`src/rtl/prefetch_pkg.sv`:
```
// Shared types and helpers for the prefetch issue path.
package prefetch_pkg;
  typedef logic [31:0] addr_t;
  typedef enum logic [1:0] {IDLE, REQ, CREDIT_WAIT} issue_state_t;

  localparam int CNT_W = 16;

  function automatic int unsigned grid_cells(int unsigned x, int unsigned y, int unsigned z);
    return x * y * z;
  endfunction

  function automatic logic [CNT_W-1:0] sat_inc(logic [CNT_W-1:0] c);
    return (&c) ? c : c + 1'b1;
  endfunction
endpackage

```
`src/rtl/pf_addr_fifo.sv`:
```
// Address FIFO with wrap-bit pointers; exposes every slot for a parallel duplicate compare.
module pf_addr_fifo
  import prefetch_pkg::*;
#(
  parameter int DEPTH = 8
) (
  input  logic                    clock,
  input  logic                    reset,
  input  logic                    clear,
  input  logic                    push,
  input  addr_t                   push_addr,
  input  logic                    pop,
  output addr_t                   head,
  output logic                    full,
  output logic                    empty,
  output logic [DEPTH-1:0]        ent_valid,
  output addr_t [DEPTH-1:0]       ent_addr
);
  localparam int AW = $clog2(DEPTH);

  logic [AW:0]        wr_ptr, rd_ptr, count;
  addr_t [DEPTH-1:0]  mem;

  assign count    = wr_ptr - rd_ptr;
  assign full     = (count == (AW+1)'(DEPTH));
  assign empty    = (count == '0);
  assign head     = mem[rd_ptr[AW-1:0]];
  assign ent_addr = mem;

  // A slot is live when its distance from the read pointer is below the fill level.
  for (genvar i = 0; i < DEPTH; i++) begin : g_vld
    logic [AW-1:0] off;
    assign off          = AW'(i) - rd_ptr[AW-1:0];
    assign ent_valid[i] = ({1'b0, off} < count);
  end

  always_ff @(posedge clock or posedge reset) begin
    if (reset) begin
      wr_ptr <= '0;
      rd_ptr <= '0;
    end else if (clear) begin
      wr_ptr <= '0;
      rd_ptr <= '0;
    end else begin
      if (push) wr_ptr <= wr_ptr + 1'b1;
      if (pop)  rd_ptr <= rd_ptr + 1'b1;
    end
  end

  always_ff @(posedge clock) begin
    if (push && !clear) mem[wr_ptr[AW-1:0]] <= push_addr;
  end
endmodule

```
`src/rtl/prefetch_issue_queue.sv`:
```
// Filters prefetch addresses (grid bound, duplicates, overflow), queues them and issues
// memory reads under an outstanding-read cap.
module prefetch_issue_queue
  import prefetch_pkg::*;
#(
  parameter int XSIZE     = 3,
  parameter int YSIZE     = 3,
  parameter int ZSIZE     = 3,
  parameter int DEPTH     = 8,
  parameter int FILTER_N  = 4,
  parameter int MAX_OUTST = 4
) (
  input  logic                            clock,
  input  logic                            reset,
  input  logic                            pf_valid_i,
  input  logic [31:0]                     pf_addr_i,
  input  logic                            flush_i,
  output logic                            mem_req_valid_o,
  output logic [31:0]                     mem_req_addr_o,
  input  logic                            mem_req_ready_i,
  input  logic                            mem_rsp_valid_i,
  output logic [$clog2(MAX_OUTST+1)-1:0]  outstanding_o,
  output logic [CNT_W-1:0]                drop_oob_o,
  output logic [CNT_W-1:0]                drop_dup_o,
  output logic [CNT_W-1:0]                drop_ovf_o,
  output logic                            rsp_err_o
);
  localparam int unsigned CELLS = grid_cells(XSIZE, YSIZE, ZSIZE);
  localparam int OW = $clog2(MAX_OUTST+1);
  localparam int FW = (FILTER_N > 1) ? $clog2(FILTER_N) : 1;

  issue_state_t         state, state_nxt;
  addr_t                req_addr, head;
  logic                 pop, push, hs, full, empty, avail;
  logic [DEPTH-1:0]     ent_valid;
  addr_t [DEPTH-1:0]    ent_addr;
  addr_t [FILTER_N-1:0] flt_addr;
  logic [FILTER_N-1:0]  flt_valid;
  logic [FW-1:0]        flt_ptr;
  logic [OW-1:0]        out_cnt, out_nxt;
  logic                 err_set, oob, dup, fifo_hit, flt_hit;

  pf_addr_fifo #(.DEPTH(DEPTH)) u_fifo (
    .clock(clock), .reset(reset), .clear(flush_i),
    .push(push), .push_addr(pf_addr_i), .pop(pop), .head(head),
    .full(full), .empty(empty), .ent_valid(ent_valid), .ent_addr(ent_addr)
  );

  assign mem_req_valid_o = (state == REQ);
  assign mem_req_addr_o  = req_addr;
  assign outstanding_o   = out_cnt;
  assign hs              = mem_req_valid_o & mem_req_ready_i;

  always_comb begin
    fifo_hit = 1'b0;
    flt_hit  = 1'b0;
    for (int i = 0; i < DEPTH; i++)
      if (ent_valid[i] && ent_addr[i] == pf_addr_i) fifo_hit = 1'b1;
    for (int i = 0; i < FILTER_N; i++)
      if (flt_valid[i] && flt_addr[i] == pf_addr_i) flt_hit = 1'b1;
  end

  assign oob  = (pf_addr_i >= addr_t'(CELLS));
  assign dup  = fifo_hit | flt_hit | (mem_req_valid_o && req_addr == pf_addr_i);
  assign push = pf_valid_i & ~oob & ~dup & ~full & ~flush_i;

  always_comb begin
    out_nxt = out_cnt;
    err_set = 1'b0;
    if (hs && !mem_rsp_valid_i)      out_nxt = out_cnt + OW'(1);
    else if (!hs && mem_rsp_valid_i) begin
      if (out_cnt == '0) err_set = 1'b1;
      else               out_nxt = out_cnt - OW'(1);
    end
  end

  // A flushing FIFO is treated as empty so nothing is popped out from under the clear.
  assign avail = ~empty & ~flush_i;

  always_comb begin
    state_nxt = state;
    pop       = 1'b0;
    case (state)
      IDLE: if (avail) begin
        if (out_cnt < OW'(MAX_OUTST)) begin
          pop       = 1'b1;
          state_nxt = REQ;
        end else state_nxt = CREDIT_WAIT;
      end
      REQ: if (hs) begin
        if (avail && out_nxt < OW'(MAX_OUTST)) pop = 1'b1;
        else if (avail)                        state_nxt = CREDIT_WAIT;
        else                                   state_nxt = IDLE;
      end
      CREDIT_WAIT: if (out_cnt < OW'(MAX_OUTST) || empty) state_nxt = IDLE;
      default: state_nxt = IDLE;
    endcase
  end

  always_ff @(posedge clock or posedge reset) begin
    if (reset) begin
      state      <= IDLE;
      req_addr   <= '0;
      out_cnt    <= '0;
      rsp_err_o  <= 1'b0;
      flt_addr   <= '0;
      flt_valid  <= '0;
      flt_ptr    <= '0;
      drop_oob_o <= '0;
      drop_dup_o <= '0;
      drop_ovf_o <= '0;
    end else begin
      state   <= state_nxt;
      out_cnt <= out_nxt;
      if (err_set) rsp_err_o <= 1'b1;
      if (pop)     req_addr  <= head;
      if (hs) begin
        flt_addr[flt_ptr]  <= req_addr;
        flt_valid[flt_ptr] <= 1'b1;
        flt_ptr <= (flt_ptr == FW'(FILTER_N-1)) ? '0 : flt_ptr + 1'b1;
      end
      // Flush overrides a same-cycle filter write.
      if (flush_i) flt_valid <= '0;
      if (pf_valid_i && oob)                drop_oob_o <= sat_inc(drop_oob_o);
      if (pf_valid_i && !oob && dup)        drop_dup_o <= sat_inc(drop_dup_o);
      if (pf_valid_i && !oob && !dup && full) drop_ovf_o <= sat_inc(drop_ovf_o);
    end
  end
endmodule

```
`config.mk`:
```
export PLATFORM = sky130hd
export DESIGN_NAME = prefetch_issue_queue
export DESIGN_NICKNAME = d
export VERILOG_FILES = /design/src/rtl/prefetch_pkg.sv /design/src/rtl/pf_addr_fifo.sv /design/src/rtl/prefetch_issue_queue.sv
export SDC_FILE = /design/constraint.sdc
export NUM_CORES = 1
export LEC_CHECK = 0
export BUFFER_PORTS_ARGS = -buffer_cell sky130_fd_sc_hd__buf_2
export CORE_UTILIZATION = 45
export CTS_BUF_LIST = sky130_fd_sc_hd__clkbuf_8
export DETAILED_ROUTE_END_ITERATION = 6
export PLACE_DENSITY = 0.64
export SLEW_MARGIN = 20
export SYNTH_ARGS = -nofsm -noshare
export SYNTH_HDL_FRONTEND = slang
export SYNTH_SLANG_ARGS = --single-unit
export TNS_END_PERCENT = 1
```
`constraint.sdc`:
```
create_clock -name clock -period 9.65 [get_ports clock]
set_clock_uncertainty 0.05 [all_clocks]
set_input_delay 2.4125 -clock clock [delete_from_list [all_inputs] [get_ports clock]]
set_output_delay 2.4125 -clock clock [all_outputs]
set_load 0.05 [all_outputs]
```
==> reports/qor.csv, run 1 <==
stage,metric,value,unit
detailed_routing,drt via density,5.995,
detailed_routing,DRT iter0 DRCs,1651,
place,dpl ws,2529,ps
die,Initial Utilization,0.4566,
yosys,multiplexer share of the synthesized area,0.1211,
cells_and_area,nets@finish,2062,
worst_setup_path,CP Capture Type,flop,
clocking,Post-CTS Repair Setup Buffers,0,
place,GPL Wtd Cong,1.034,
worst_setup_path,CP Class,in2reg,
worst_setup_path,worst-path fanout max,22,
detailed_routing,Final ANT Viol Nets,0,
timing,measured slew at the worst slew-check pin,1153,ps
cells_and_area,Area Growth Syn to Fin,12.17,%
worst_setup_path,CP Launch Type,input port,
global_route,initial antenna violation count,2,
yosys,syn nets,1946,
detailed_routing,DRT Pass-1 Iters,5,
cells_and_area,"Core Util, Final",0.5122,
clocking,post_cts resized,0,
global_route,GR peak layer,met2,
yosys,compound-gate portion of the synthesized area,0.02201,
die,Die X,235.9,µm
detailed_routing,WL/cell,29.48,µm
timing,Tmin final,6433,ps
global_route,met3 Usage GRT,0.05547,
yosys,sequential-to-total area share from yosys stat,0.5440,
yosys,cell taking the most area after synthesis,edfxtp_1,
detailed_routing,Residual DRC,0,
die,Rows,85,
clocking,Clock Latency Late Sink,700,ps
clocking,clock tree buffer depth,3,
pwr,total power,0.007253,W
cells_and_area,layout cell share with drive strength beyond 1,0.2374,
yosys,synth top area cells,"edfxtp_1, dfrtp_1, xnor2_1, mux2_2, mux4_2",
yosys,Synth Area in Adders,0.01535,
global_route,number of global-route vias before repair,16710,
clocking,cts hold-fix bufs,0,
global_route,met2 usage,0.4739,
timing,Fmax achieved,0.1554,GHz
clocking,CTS sink cnt,484,
cells_and_area,Final Non-Filler Cells,2762,
yosys,Post-synth EDFFs,256,
place,Cells after DPL,2607,
die,die height,235.9,µm
clocking,"CTS clk-pin slew, worst paths",50,ps
detailed_routing,WL final,81.41,mm
yosys,top cell type's share of synthesized area,0.3122,
die,Die Area,55650,µm²
yosys,synth cell count leaders,"xnor2_1, edfxtp_1, dfrtp_1, mux2_2, nand2_1",
place,dpl hpwl,58.44,mm
timing,post-route worst setup slack,3217,ps
timing,TNS Setup,0,ps
clocking,root buffer cell,clkbuf_8,
worst_setup_path,"Arr. time, crit path",6720,ps
yosys,Synth async-reset ratio,0.4711,
global_route,largest net degree at the start of global routing,100,
worst_setup_path,CP required,9940,ps
yosys,Mean Syn Cell Area,13.07,µm²
timing,unrepaired setup endpoints after global routing,no,
die,# IOs,123,
flow_run,# Max-Cap Violations,0,
yosys,Post-Synth XOR/XNOR Area,0.1665,
global_route,first-pass GRT wire length,118.3,mm
clocking,cts bufs inserted,86,
die,Core Footprint,53920,µm²
pwr,pwr/cell area,262.6,nW/µm²
place,IO Port Bufs,122,
detailed_routing,vias post-DR,16560,
yosys,synthesized cell area,24620,µm²
global_route,total track usage,0.2960,
yosys,Netlist cell types,64,
timing,final setup fails,0,
global_route,global route overflow,0,
min_path,min-delay worst type,reg2reg,
yosys,most common cell in the synthesized netlist,xnor2_1,
yosys,Post-Synth Simple-Gate Area,0.1016,
pwr,Max IR drop VDD,0.0001249,V
yosys,Synth Flop Type,edfxtp_1,
timing,fin crit share,0.6667,
yosys,largest family of logic cells by synthesized area,XOR/XNOR gates,
pwr,P_leak,9.992,nW
yosys,Yosys warnings,0,
yosys,Post-Synthesis Cells,1883,
yosys,"FF+latch count, synth",484,
global_route,routing usage on met1,0.3794,
clocking,TritonCTS clock tree,built,
timing,Slew headroom,0.2314,
clocking,H-tree depth,3,
timing,fin. max-slew vios,0,
timing,Final Hold Viols,0,
run_status,outcome,"complete, no violations",
==> flip-flops by register name (all words and copies together), names as in the netlist <==
register	flops
u_fifo.ent_addr	256
flt_addr	128
mem_req_addr_o	32
drop_dup_o	16
drop_oob_o	16
drop_ovf_o	16
flt_valid	4
u_fifo.rd_ptr	4
u_fifo.wr_ptr	4
outstanding_o	3
flt_ptr	2
state	2
rsp_err_o	1
==> power by group <==
part	internal [W]	switching, W	total [W]
sequential	0.00255	0.000522	0.00307
clock	0.00109	0.000894	0.00198
combinational	0.000830	0.00137	0.00220
==> worst max-delay path, cell delays in order <==
cell      delay [ps]
buf_2            300
nor4_1           490
nand4_1          190
a311oi_1         820
nand2_1          320
nor3_1           210
nor4b_2          320
nand3b_1         390
nor3_4           800
buf_4            420
==> cell families after synthesis <==
group	after synthesis
XOR/XNOR	468
AND/OR/NAND/NOR	465
buffers and inverters	148
multiplexers	201
flip-flops	484
AO/OA/AOI/OAI	87
adder cells (fa/ha/maj)	30
==> metrics by stage <==
stage                     cell area [µm²]  hold slack, ps
after floorplan                     24620           399.8
after global placement              25680           391.3
after detailed placement            25850           402.2
after CTS                           27610           417.0
after global routing                27610           443.4
final                               27620           414.2
==> metal layers <==
metal  wire, µm  up-vias
met5         12        -
met4       4715        2
met3       5416      187
met2      39030      734
met1      32240     8559
li1           -     7077
==> path summary, 6_finish.rpt <==
kind	start	to	slack (ps)	cells past startpoint
worst max-delay path	pf_addr_i[8]	u_fifo.ent_addr[1]$_DFFE_PP_	3220	10
worst min-delay path	rsp_err_o$_DFFE_PP0P_	rsp_err_o$_DFFE_PP0P_	410	1
worst max register to register	u_fifo.rd_ptr[1]$_DFFE_PP0P_	u_fifo.ent_addr[1]$_DFFE_PP_	3660	12
worst min register to register	rsp_err_o$_DFFE_PP0P_	rsp_err_o$_DFFE_PP0P_	410	1
max in group asynchronous	reset	mem_req_addr_o[29]$_DFFE_PP0P_	6210	3
min in group asynchronous	reset	flt_addr[23]$_DFFE_PP0P_	1790	2
==> area by class of cell <==
type                            instances  area [µm²]
Timing Repair Buffer                  145       900.9
Inverter                               31       123.9
Antenna cell                            2       5.005
Multi-Input combinational cell       1251       10560
Fill cell                            4647       26300
Tap cell                              696       870.8
Sequential cell                       484       13400
Clock buffer                          101        1390
Clock inverter                         52       366.6
==> placed cells by master, fill, tap and decap left out, types with 11 or more instances in the layout <==
| cell | count |
|---|---|
| clkinv_1 | 12 |
| nand3_1 | 30 |
| buf_2 | 122 |
| edfxtp_1 | 256 |
| nor2_1 | 57 |
| a21oi_1 | 18 |
| xnor2_1 | 387 |
| buf_4 | 15 |
| xor2_1 | 81 |
| a31oi_1 | 33 |
| nand4_1 | 119 |
| and3_1 | 13 |
| dfrtp_1 | 226 |
| clkbuf_8 | 101 |
| inv_1 | 53 |
| nand2_1 | 124 |
| mux4_2 | 64 |
| ha_1 | 23 |
| nor4_1 | 53 |
| nor3_1 | 11 |
| mux2_2 | 132 |
Power figures use the tool's default switching activity.
==> run 2, diff against run 1 <==
Settings changed: ABC_AREA from default to 1, PLACE_DENSITY 0.64 to 0.63.
Clock period 9.65 ns to 6.2 ns, I/O delays scaled along.
==> reports/qor.csv, run 2 <==
stage,metric,value,unit
run_status,outcome,"complete, no violations",
worst_setup_path,CP required,6500,ps
timing,unrepaired setup endpoints after global routing,no,
cells_and_area,Sequential Area,13400,µm²
detailed_routing,Final ANT Viol Nets,0,
detailed_routing,DRT iter0 DRCs,1942,
yosys,synth cell count leaders,"nand2_1, o21ai_0, nor2_1, edfxtp_1",
global_route,largest net degree at the start of global routing,125,
timing,measured slew at the worst slew-check pin,972.5,ps
yosys,syn nets,2955,
detailed_routing,Residual DRC,0,
timing,fin crit share,0.7872,
yosys,sequential-to-total area share from yosys stat,0.5185,
yosys,Synth Flop Type,edfxtp_1,
yosys,synth top area cells,"edfxtp_1, dfrtp_1, nand2_1, xnor2_1, o21ai_0",
yosys,top cell type's share of synthesized area,0.2976,
detailed_routing,WL/cell,20.82,µm
cells_and_area,multi-input logic area,10750,µm²
worst_setup_path,CP Launch Type,flop,
detailed_routing,drt via density,5.358,
yosys,Mean Syn Cell Area,8.932,µm²
place,GPL Wtd Cong,0.9150,
global_route,total track usage,0.2762,
place,IO Port Bufs,122,
timing,fin. max-slew vios,0,
clocking,H-tree depth,3,
yosys,cell taking the most area after synthesis,edfxtp_1,
cells_and_area,layout cell share with drive strength beyond 1,0.1065,
yosys,Synth async-reset ratio,0.4711,
timing,Final Hold Viols,0,
clocking,cts hold-fix bufs,0,
clocking,Post-CTS Repair Setup Buffers,0,
detailed_routing,WL final,79.73,mm
cells_and_area,max FFs per register,256,
min_path,min-delay worst type,reg2reg,
die,Die Area,58360,µm²
worst_setup_path,worst-path fanout max,42,
clocking,TritonCTS clock tree,built,
yosys,Yosys warnings,0,
flow_run,# Max-Cap Violations,0,
die,Core Footprint,56600,µm²
worst_setup_path,CP Class,reg2reg,
timing,Slew headroom,0.3517,
cells_and_area,Final Non-Filler Cells,3829,
clocking,"CTS clk-pin slew, worst paths",70,ps
cells_and_area,"commonest non-fill, non-tap cell in the layout",nand2_1,
cells_and_area,FILL cells,5327,
global_route,first-pass GRT wire length,122.8,mm
timing,Fin Hold WS,417.5,ps
yosys,Netlist cell types,47,
detailed_routing,DRT Pass-1 Iters,5,
yosys,synthesized cell area,25830,µm²
cells_and_area,Area Growth Syn to Fin,11.32,%
clocking,CTS sink cnt,484,
die,# IOs,123,
pwr,total power,0.01092,W
timing,Tmin final,4881,ps
place,DP Area,27010,µm²
clocking,cts bufs inserted,88,
place,dpl hpwl,55.33,mm
global_route,global route overflow,0,
yosys,most common cell in the synthesized netlist,nand2_1,
timing,Fmax achieved,0.2049,GHz
yosys,"FF+latch count, synth",484,
clocking,clock tree buffer depth,3,
die,Initial Utilization,0.4563,
timing,TNS Setup,0,ps
clocking,root buffer cell,clkbuf_8,
worst_setup_path,"Arr. time, crit path",5180,ps
clocking,post_cts resized,0,
global_route,initial antenna violation count,6,
cells_and_area,most frequent cells in the layout,"nand2_1, o21ai_0, inv_1, nor2_1, edfxtp_1",
timing,final setup fails,0,
yosys,Post-Synthesis Cells,2892,
die,Die X,241.6,µm
worst_setup_path,CP Capture Type,flop,
pwr,pwr/cell area,379.7,nW/µm²
cells_and_area,nets@finish,3064,
die,Rows,87,
pwr,Max IR drop VDD,0.0002054,V
detailed_routing,vias post-DR,20510,
die,die height,241.6,µm
yosys,Post-synth EDFFs,256,
place,Cells after DPL,3667,
cells_and_area,Final Cell Area,28760,µm²
clocking,Clock Latency Late Sink,690,ps
global_route,number of global-route vias before repair,20000,
pwr,P_leak,11.90,nW
[run 2: path summary, 6_finish.rpt]
check	start	to	slack, ps	depth (start not counted)
max	u_fifo.rd_ptr[1]$_DFFE_PP0P_	u_fifo.ent_addr[176]$_DFFE_PP_	1320	19
min	rsp_err_o$_DFFE_PP0P_	rsp_err_o$_DFFE_PP0P_	420	1
max reg2reg	u_fifo.rd_ptr[1]$_DFFE_PP0P_	u_fifo.ent_addr[176]$_DFFE_PP_	1320	19
min reg2reg	rsp_err_o$_DFFE_PP0P_	rsp_err_o$_DFFE_PP0P_	420	1
max in group asynchronous	reset	flt_addr[64]$_DFFE_PP0P_	4280	3
min in group asynchronous	reset	flt_addr[56]$_DFFE_PP0P_	760	2
[run 2: through the flow]
stage / util / worst slack (ps)
2_1_floorplan: - / 1341
3_3_place_gp: 0.4771 / 873.9
3_5_place_dp: 0.4771 / 891.5
4_1_cts: 0.5079 / 1324
5_1_grt: 0.5080 / 1033
6_report: 0.5080 / 1319
[run 2: where the power goes]
part | total (W) | internal [W] | switching [W]
sequential | 0.00448 | 0.00396 | 0.000525
combinational | 0.00339 | 0.000987 | 0.00240
clock | 0.00305 | 0.00166 | 0.00138
total | 0.0109 | 0.00661 | 0.00431
[run 2: critical path, cell delays in order, from the launching register on]
cell      delay, ps
dfrtp_4         750
clkinv_1        620
fa_1            620
or2_1           260
nand2_4         110
nand2_1          80
a21oi_1         150
nand2_1          90
nand3_1         100
nand2_1         100
clkinv_1         60
nand2_1          60
nor2_2          120
nand2_4         120
nor2_8          120
nand2_2          80
nor2_4          140
nand2_2         150
nor2_4          480
buf_12          260
[run 2: cell families after synthesis]
kind of cell / after synthesis / synth area share
multiplexers: 36 / 0.01395
adder cells (fa/ha/maj): 25 / 0.01269
flip-flops: 484 / 0.5185
AO/OA/AOI/OAI: 439 / 0.09537
AND/OR/NAND/NOR: 1212 / 0.1915
buffers and inverters: 403 / 0.06762
XOR/XNOR: 293 / 0.1004
[run 2: per-layer routing]
metal / global-route usage / wire length, µm / vias up
li1: - / - / 9675
met1: 0.3848 / 34510 / 9868
met2: 0.4328 / 36340 / 818
met3: 0.05339 / 6481 / 151
met4: 0.08861 / 2387 / 2
met5: 0 / 13 / -
[run 2: final cells by class]
| type | instances | area share |
|---|---|---|
| multi-input combinational | 2005 | 0.3739 |
| timing repair buffer | 153 | 0.03107 |
| clock buffer | 99 | 0.04738 |
| tap | 756 | 0.03289 |
| antenna | 3 | 0.0002611 |
| inverter | 269 | 0.03533 |
| sequential | 484 | 0.4660 |
| clock inverter | 60 | 0.01318 |
==> run 3, diff against run 2 <==
Settings changed: PLACE_DENSITY 0.63 to 0.66.
Clock period 6.2 ns to 4.1 ns, I/O delays scaled along.
==> reports/qor.csv, run 3 (same netlist as run 2, synthesis figures left out) <==
stage,metric,value,unit
worst_setup_path,CP Capture Type,flop,
cells_and_area,Final Non-Filler Cells,3978,
run_status,outcome,"complete, no violations",
global_route,number of global-route vias before repair,20580,
detailed_routing,WL/cell,20.86,µm
clocking,"CTS clk-pin slew, worst paths",60,ps
worst_setup_path,slowest cell delay on critical path,590,ps
worst_setup_path,R2R depth,21,
worst_setup_path,CP required,4400,ps
place,IO Port Bufs,122,
global_route,initial antenna violation count,2,
die,Die X,241.6,µm
place,Cells after DPL,3816,
pwr,Gate power share,0.325,
clocking,CTS sink cnt,484,
pwr,switching share of power,0.4012,
clocking,Clock Latency Late Sink,680,ps
detailed_routing,WL final,82.99,mm
pwr,Max IR drop VDD,0.0002978,V
cells_and_area,Diodes inserted,0,
pwr,P_leak,12.72,nW
timing,unrepaired setup endpoints after global routing,yes,
timing,post-route worst setup slack,80.85,ps
worst_setup_path,Reg2Reg Setup Slack,80,ps
timing,fin crit share,0.9803,
pwr,P_int,0.009889,W
clocking,TritonCTS clock tree,built,
clocking,H-tree depth,3,
worst_setup_path,critical path depth,21,
cells_and_area,layout cell share with drive strength beyond 1,0.1490,
cells_and_area,max FFs per register,256,
pwr,clock network fraction of design power,0.264,
global_route,first-pass GRT wire length,125.7,mm
worst_setup_path,CP Cell Sequence,"inv_1, ha_1, inv_1, fa_1, inv_1, ha_1, a21oi_1, inv_1, nand2_2, nand2_1, nand2_1, nor2_2, nand3b_1, nand3_1, nor2_2, nand2_4, nor2_8, buf_4, nand3_1, nor2_4, buf_12",
detailed_routing,Residual DRC,0,
worst_setup_path,CP Class,reg2reg,
cells_and_area,nets@finish,3213,
cells_and_area,FILL cells,5166,
cells_and_area,"commonest non-fill, non-tap cell in the layout",nand2_1,
worst_setup_path,CP Launch Type,flop,
worst_setup_path,crit path from,u_fifo.wr_ptr[0]$_DFFE_PP0P_,
detailed_routing,Final ANT Viol Nets,0,
timing,Final Hold Viols,0,
detailed_routing,DRT Pass-1 Iters,6,
worst_setup_path,Critical path buffers and inverters,6,
flow_run,# Max-Cap Violations,0,
global_route,total track usage,0.2826,
worst_setup_path,Reg2Reg Launch Point,u_fifo.wr_ptr[0]$_DFFE_PP0P_,
die,Die Area,58360,µm²
place,dpl hpwl,60.11,mm
die,Initial Utilization,0.4563,
die,Rows,87,
detailed_routing,DRT iter0 DRCs,2162,
cells_and_area,most frequent cells in the layout,"nand2_1, inv_1, o21ai_0",
pwr,pwr/cell area,547.9,nW/µm²
timing,measured slew at the worst slew-check pin,1004,ps
timing,Slew headroom,0.3304,
clocking,clock tree buffer depth,3,
die,Core Footprint,56600,µm²
detailed_routing,drt via density,5.375,
die,# IOs,123,
worst_setup_path,"slowest stage cell, crit path",nor2_4,
timing,Tmin final,4019,ps
worst_setup_path,"Arr. time, crit path",4320,ps
timing,final setup fails,0,
clocking,root buffer cell,clkbuf_8,
place,dpl ws,-334.5,ps
worst_setup_path,worst-path fanout max,20,
global_route,largest net degree at the start of global routing,107,
worst_setup_path,cell mode on critical path,inv_1,
timing,Fmax achieved,0.2488,GHz
pwr,P_sw,0.006626,W
timing,fin. max-slew vios,0,
detailed_routing,vias post-DR,21380,
worst_setup_path,critical path's top delay family,simple AND/OR/NAND/NOR gates,
pwr,Flop pwr share,0.411,
place,GPL Wtd Cong,1.030,
die,die height,241.6,µm
cells_and_area,Area Growth Syn to Fin,16.69,%
clocking,cts bufs inserted,86,
worst_setup_path,reg-to-reg endpoint,u_fifo.ent_addr[224]$_DFFE_PP_,
min_path,min-delay worst type,in2async,
global_route,global route overflow,0,
[run 3: cell types whose count changed in the layout (fill, tap and decap cells not counted), moves of 3 or more]
| cell | change |
|---|---|
| buf_12 | +22 |
| buf_16 | +3 |
| buf_4 | +126 |
| bufinv_16 | -5 |
| clkbuf_8 | +4 |
| clkinv_1 | -7 |
| diode_2 | -3 |
| inv_1 | +8 |
[run 3: layout make-up]
type                       count  area, µm²  area share
timing repair buffer         304       2362     0.07837
inverter                     269       1016     0.03371
sequential                   484      13400      0.4446
tap                          756      945.9     0.03138
clock buffer                 103       1418     0.04703
multi-input combinational   2005      10760      0.3569
clock inverter                57      242.7    0.008053
[run 3: routing by layer]
layer	vias up	wire (µm)	share of wire	track usage
met3	158	6933	0.084	0.05205
met5	-	11	0.00013	0
li1	9962	-	-	-
met4	2	2636	0.032	0.09498
met2	930	38200	0.46	0.4422
met1	10330	35210	0.42	0.3942
[run 3: per-stage QoR]
stage / utilization / hold WS (ps) / instance area (µm²) / setup TNS, ps / total power, W
2_1_floorplan: - / 403.0 / 25830 / -116040 / 0.01022
3_3_place_gp: 0.5002 / 405.7 / 28310 / -88340 / 0.01204
3_5_place_dp: 0.5024 / 411.8 / 28440 / -38360 / 0.01217
4_1_cts: 0.5321 / 415.6 / 30120 / 0 / 0.01655
5_1_grt: 0.5325 / 440.0 / 30140 / -4086 / 0.01739
6_report: 0.5325 / 416.3 / 30140 / 0 / 0.01652
[run 3: worst register-to-register path, delay by kind of cell (launching register included)]
kind / cells / cell delay, ps
flip-flops: 1 / 380
AO/OA/AOI/OAI: 1 / 80
adder cells (fa/ha/maj): 3 / 890
AND/OR/NAND/NOR: 11 / 1620
buffers and inverters: 6 / 680
[run 3: power by group through the flow]
stage / registers, W / logic (W) / clock network [W]
3_5_place_dp: 0.00685 / 0.00532 / 0
4_1_cts: 0.00678 / 0.00534 / 0.00444
6_report: 0.00679 / 0.00537 / 0.00435
3_3_place_gp: 0.00683 / 0.00521 / 0
5_1_grt: 0.00689 / 0.00587 / 0.00464
2_1_floorplan: 0.00731 / 0.00291 / 0
[run 3: worst max-delay path by stage]
| stage | end | slack [ps] |
|---|---|---|
| 2_1_floorplan | u_fifo.ent_addr[100]$_DFFE_PP_ | -730 |
| 3_3_place_gp | u_fifo.ent_addr[244]$_DFFE_PP_ | -560 |
| 3_5_place_dp | u_fifo.ent_addr[60]$_DFFE_PP_ | -330 |
| 4_1_cts | u_fifo.ent_addr[96]$_DFFE_PP_ | 10 |
| 5_1_grt | u_fifo.ent_addr[166]$_DFFE_PP_ | -130 |
| 6_report | u_fifo.ent_addr[224]$_DFFE_PP_ | 80 |
[run 3: timing repair]
action | in CTS | in global routing
pin swaps | 1 | 3
endpoints found under the setup margin | 50 | 90
gates resized for setup | 1 | 1
setup buffers | 1 | 1
hold buffers | 0 | 0
